<file path="config.mk">
export PLATFORM = sky130hd
export DESIGN_NAME = apb_slave
export DESIGN_NICKNAME = d
export VERILOG_FILES = /design/src/rtl/apb_slave.sv
export SDC_FILE = /design/constraint.sdc
export NUM_CORES = 1
export LEC_CHECK = 0
export ABC_AREA = 1
export CAP_MARGIN = 10
export CORE_MARGIN = 2
export CORE_UTILIZATION = 45
export CTS_CLUSTER_DIAMETER = 80
export DETAILED_ROUTE_END_ITERATION = 8
export PLACE_DENSITY_LB_ADDON = 0.12
export SYNTH_ARGS = -nofsm -noshare
export SYNTH_HDL_FRONTEND = slang
export SYNTH_SLANG_ARGS = --single-unit
</file>
<file path="constraint.sdc">
create_clock -name PCLK -period 1.9 [get_ports PCLK]
set_input_delay 0.475 -clock PCLK [delete_from_list [all_inputs] [get_ports PCLK]]
set_output_delay 0.475 -clock PCLK [all_outputs]
set_load 0.05 [all_outputs]
</file>
<file path="src/rtl/apb_slave.sv">
// apb_slave: APB byte-wide storage with a fixed number of wait states per access
// and an error response for addresses beyond DEPTH.
module apb_slave #(
    parameter int DEPTH       = 64,
    parameter int WAIT_STATES = 2
) (
    input  logic       PCLK,
    input  logic       PRESETn,
    input  logic       PSEL,
    input  logic       PENABLE,
    input  logic       PWRITE,
    input  logic [7:0] PADDR,
    input  logic [7:0] PWDATA,
    output logic [7:0] PRDATA,
    output logic       PREADY,
    output logic       PSLVERR
);
    localparam logic [0:0] IDLE   = 1'b0;
    localparam logic [0:0] ACCESS = 1'b1;
    localparam int AW = DEPTH > 1 ? $clog2(DEPTH) : 1;

    logic [0:0] state;
    logic [3:0] cnt;
    logic [7:0] addr_q;
    logic [7:0] wdata_q;
    logic       write_q;
    logic [7:0] mem [DEPTH];
    logic       setup;
    logic       in_rng;
    logic       new_rng;

    assign setup   = state == IDLE && PSEL && !PENABLE;
    assign in_rng  = {24'd0, addr_q} < DEPTH;
    assign new_rng = {24'd0, PADDR} < DEPTH;
    assign PREADY  = state == ACCESS && cnt == 4'd0 && PSEL && PENABLE;
    assign PSLVERR = PREADY && !in_rng;

    // Read data is fetched at the setup edge so it is already stable once PREADY rises.
    always_ff @(posedge PCLK or negedge PRESETn) begin
        if (!PRESETn) begin
            state   <= IDLE;
            cnt     <= 4'd0;
            addr_q  <= 8'h00;
            wdata_q <= 8'h00;
            write_q <= 1'b0;
            PRDATA  <= 8'h00;
        end else if (setup) begin
            state   <= ACCESS;
            cnt     <= 4'(WAIT_STATES);
            addr_q  <= PADDR;
            wdata_q <= PWDATA;
            write_q <= PWRITE;
            if (!PWRITE) PRDATA <= new_rng ? mem[PADDR[AW-1:0]] : 8'h00;
        end else if (state == ACCESS) begin
            if (!PSEL || PREADY) state <= IDLE;
            else if (PENABLE && cnt != 4'd0) cnt <= cnt - 4'd1;
        end
    end

    always_ff @(posedge PCLK or negedge PRESETn) begin
        if (!PRESETn) begin
            for (int i = 0; i < DEPTH; i++) mem[i] <= 8'h00;
        end else if (PREADY && write_q && in_rng) begin
            mem[addr_q[AW-1:0]] <= wdata_q;
        end
    end
endmodule

</file>
# Word-level counts from Yosys, hierarchy flattened
# Cells that the tools add are included.
[op_classes]
addsub = 1
magnitude_cmp = 5
n_eq_ne = 1
mux = 14
n_bitwise = 4
reduce_logical = 20
[op_table]
columns = ["op", "n"]
rows = [
  ["$bwmux 512", 1],
  ["$bmux 8 s6", 1],
  ["$demux 8 s6", 1],
  ["$mux 8", 4],
  ["$lt 8x7->1 const B", 2],
  ["$mux 4", 4],
  ["$ge 7x7->1 const B", 2],
  ["$not 6->7", 2],
  ["$logic_and 1x1->1", 10],
  ["$lt 7x1->1 const B", 1],
  ["$logic_not 4->1", 1],
  ["$reduce_bool 2->1", 2],
  ["$reduce_bool 4->1", 1],
  ["$sub 4x1->4 const B", 1],
  ["$logic_not 1->1", 3],
  ["$mux 1", 3],
  ["$reduce_and 3->1", 1],
  ["$ne 2x2->1 const B", 1],
  ["$not 1->1", 2],
  ["$reduce_and 2->1", 1],
  ["$logic_or 1x1->1", 1],
]
[totals]
ff_bits = 542
inputBits = 21
output_inout_bits = 10
word_cells = 115

# Longest topological paths before layout
[logic_depth]
word_depth = 8
depth_mapped = 14
depth_no_buf = 12

# Worst setup path after synthesis
# No wires, ideal clock.
[synth_timing]
path_kind = "reg-to-output"
start = "register cnt[0]"
end = "output port PSLVERR"
arrival_ps = 2333
required_time_ps = 1425
path_slack_ps = -908
stages_incl_launch_ff = 7
path_cell_list = "dfrtp_1 inv_1 ha_1 nand3_1 nor2_1 inv_2 a21oi_1"
[synth_between]
elab_chain_len = 5
[synth_rtl]
columns = ["element", "line", "source"]
rows = [
  ["start: declaration", "23", "logic [3:0] cnt;"],
  ["start signal: assignment", "49", "cnt <= 4'(WAIT_STATES);"],
  ["start signal: assignment", "56", "else if (PENABLE && cnt != 4'd0) cnt <= cnt - 4'd1;"],
  ["$logic_not 4->1", "35", "assign PREADY = state == ACCESS && cnt == 4'd0 && PSEL && PENABLE;"],
  ["$logic_and 1x1->1 (3 in series)", "35", ""],
  ["net PREADY", "15", "output logic PREADY,"],
  ["$logic_and 1x1->1", "36", "assign PSLVERR = PREADY && !in_rng;"],
  ["end: declaration", "16", "output logic PSLVERR"],
]
# The timed path passes the listed nets, and every way through them passes these cells.

# Worst setup path in the final report
[layout_timing]
start = "register cnt[0]"
end = "output port PSLVERR"
[layout_between]
elab_chain_len = 5
[layout_rtl]
columns = ["element", "line"]
rows = [
  ["$logic_not 4->1", "35"],
  ["$logic_and 1x1->1 (3 in series)", "35"],
  ["$logic_and 1x1->1", "36"],
]
# No other way between the ends.

==> metrics.cfg <==
[worst_setup_path]
critPathCaptureType=primary output
crit_top_cell=inv_2
cp_data_required_time_ns=1.42
crit_chain=inv_2, ha_4, nand3_4, nor2_4, inv_2, buf_6, a21oi_4, buf_12
max_stage_delay_ns=0.38
crit_fanout=2
critPathBufInv=4
crit_family=buffers and inverters
start_kind=flip-flop
cp_data_arrival_time_ns=1.87
slowest_stage=dfrtp_1
path_class=flip-flop to primary output

[cells_and_area]
layout_common_cells=816 x nand2_1, 542 x dfrtp_1, 450 x nand3_1
drive_gt1_frac=0.307
n_antenna_cell=0
layout.nets=3278
layout.cells.most_common=nand2_1
area_growth_syn_to_layout_pct=32.6
final_util=0.605
instances_no_fill=4050

[grt]
grt.overflow.total=0
grtUsageMet2=0.455
grt_max_degree=66
grt_first_pass_wirelength_um=131000
grt_antenna_before_repair=0
met3_usage=0.0422
grt.busiest_layer=met2
grt_pass1_vias=22400
grt_use_met1=0.424
grtUsageTotal=0.292

[logic_synthesis]
synth-seq-cells=542
syn-mean-instance-area_um2=8.01
synth_edf_count=0
seq_area_frac_synth=0.539
synth_flop_cell=dfrtp_1
syn_area_um2=25200
yosysWarnings=0
synthCells=3144
synth-async-reset-ratio=1.00
synth_nets=3166
yosysUniqueCellTypes=21

[detailed_routing]
first_iter_violations=2185
ant_nets=0
viasPerCell=5.69
wire_per_inst_um=21.1
via_count=23000
first_pass_iters=5
routed_wl_um=85400
drc=0

[hold_path]
hold_class=input port to asynchronous set/reset pin

[timing]
period_minus_slack_ns=2.34
whs_ns=0.355
finalWorstSetupSlack_ns=-0.444
drv_slew=0
setup_viol=514
fin_skew_ns=0.0155
finalHoldViolations=0
fmax_mhz=427
rsz0062_at_grt=true
max-slew-margin-rel=0.450
period_share=1.23
worst_pin_slew_ns=0.822

[floorplanning]
io_pins=31
placementRows=86
fp.dieH_um=241
die_w_um=241
initial_core_util=0.456
die_area_um2=57900
coreArea_um2=55200

[run_status]
status=finished, violations left
violations=negative setup slack

[placement]
io_buffers=30
place_inst=3861
place.gp.congestion=0.880
place_hpwl_um=47300

[power_and_ir_drop]
vdd_drop_max_mv=0.962
p_total_w=0.0280
leakage_nw=14.4
power_density_nw_per_um2=838

[clocking]
cts.sinks=542
cts_tree=built
cts_root_buf=clkbuf_16
clk-insertion-delay-late_ns=0.62
h-tree-depth=2
clock_path_buffers=3
cts_buffers=59
cts.clk_slew.worst_paths_ns=0.06

[flow_run]
drv_cap=0

## registers in the layout, indices dropped and copies added, names as in the netlist
name	count
wdata_q	8
addr_q	8
PRDATA	8
state	1
cnt	4
write_q	1
mem	512
## timing repair
| action | in CTS | in global routing |
|---|---|---|
| hold buffers | 1 | 0 |
| gates cloned | 55 | 8 |
| hold endpoints to repair | 31 | 0 |
| pin swaps | 80 | 189 |
| endpoints found under the setup margin | 514 | 515 |
| gates resized for setup | 370 | 501 |
| buffers inserted | 20 | 9 |
## Yosys cell counts (2+ instances only)
master / count / area, um^2
nor3_2: 2 / 20.0
nand3_1: 451 / 2260
nor2_1: 69 / 259
inv_1: 29 / 109
clkbuf_1: 163 / 612
nand2_2: 10 / 62.6
buf_2: 40 / 200
a21oi_1: 3 / 15.0
buf_1: 19 / 71.3
o21ai_0: 531 / 2660
nand2_1: 1212 / 4550
inv_2: 2 / 7.51
nand2_4: 50 / 563
dfrtp_1: 542 / 13600
buf_6: 15 / 169
## stage by stage
stage | worst slack (ns) | cell area (um^2) | setup TNS (ns)
4_1_cts | -0.531 | 31800 | -190.22
2_1_floorplan | -0.443 | 25600 | -183.78
3_3_place_gp | -0.578 | 27500 | -276.61
3_5_place_dp | -0.594 | 27500 | -274.12
6_report | -0.444 | 33400 | -108.26
5_1_grt | -0.530 | 33400 | -179.46
## path summary, 6_finish.rpt
| check | startpoint | end | slack (ns) | depth (start not counted) |
|---|---|---|---|---|
| hold reg to reg | mem[258] | mem[258] | 0.48 | 2 |
| max in group asynchronous | PRESETn | mem[278] | 0.80 | 4 |
| setup reg to reg | cnt[0] | mem[238] | -0.30 | 14 |
| setup / recovery | cnt[0] | PSLVERR | -0.44 | 8 |
| hold / removal | PRESETn | cnt[0] | 0.36 | 2 |
| min in group PCLK | PADDR[2] | addr_q[2] | 0.44 | 4 |
## final cells by class
type	instances	area, um^2
Clock inverter	30	379
Sequential cell	542	13600
Fill cell	4767	21800
Clock buffer	77	1630
Tap cell	748	936
Multi-Input combinational cell	2383	13700
Timing Repair Buffer	238	3030
Inverter	32	128
## power by group
part           switching, W  total (W)  internal (W)
registers          0.000137     0.0119        0.0117
logic               0.00301    0.00410       0.00109
clock network       0.00487     0.0120       0.00713
## per-layer routing
layer,share of wire,up-vias,routed length [um]
met1,0.44,11300,37400
li1,-,10700,-
met3,0.066,182,5640
met2,0.46,868,39600
met4,0.032,0,2750
met5,0,-,0
## kinds of logic after synthesis
group,count (synthesis),share of synthesized area
compound gates,535,0.106
buf+inv,270,0.0471
simple gates,1796,0.307
fa+ha+maj,1,0.000497
flops,542,0.539
## worst register-to-register path, cell delays in order, from the launching register on
cell and delay, ns:
dfrtp_1 0.38, inv_2 0.08, ha_4 0.15, nand3_4 0.09, nor2_4 0.12, inv_2 0.05
buf_4 0.13, nor4_4 0.14, buf_6 0.19, buf_12 0.16, buf_12 0.13, buf_16 0.17
nand2_8 0.12, nand2_4 0.11, o21ai_2 0.06
No activity file was read; power rests on OpenSTA's default activity.
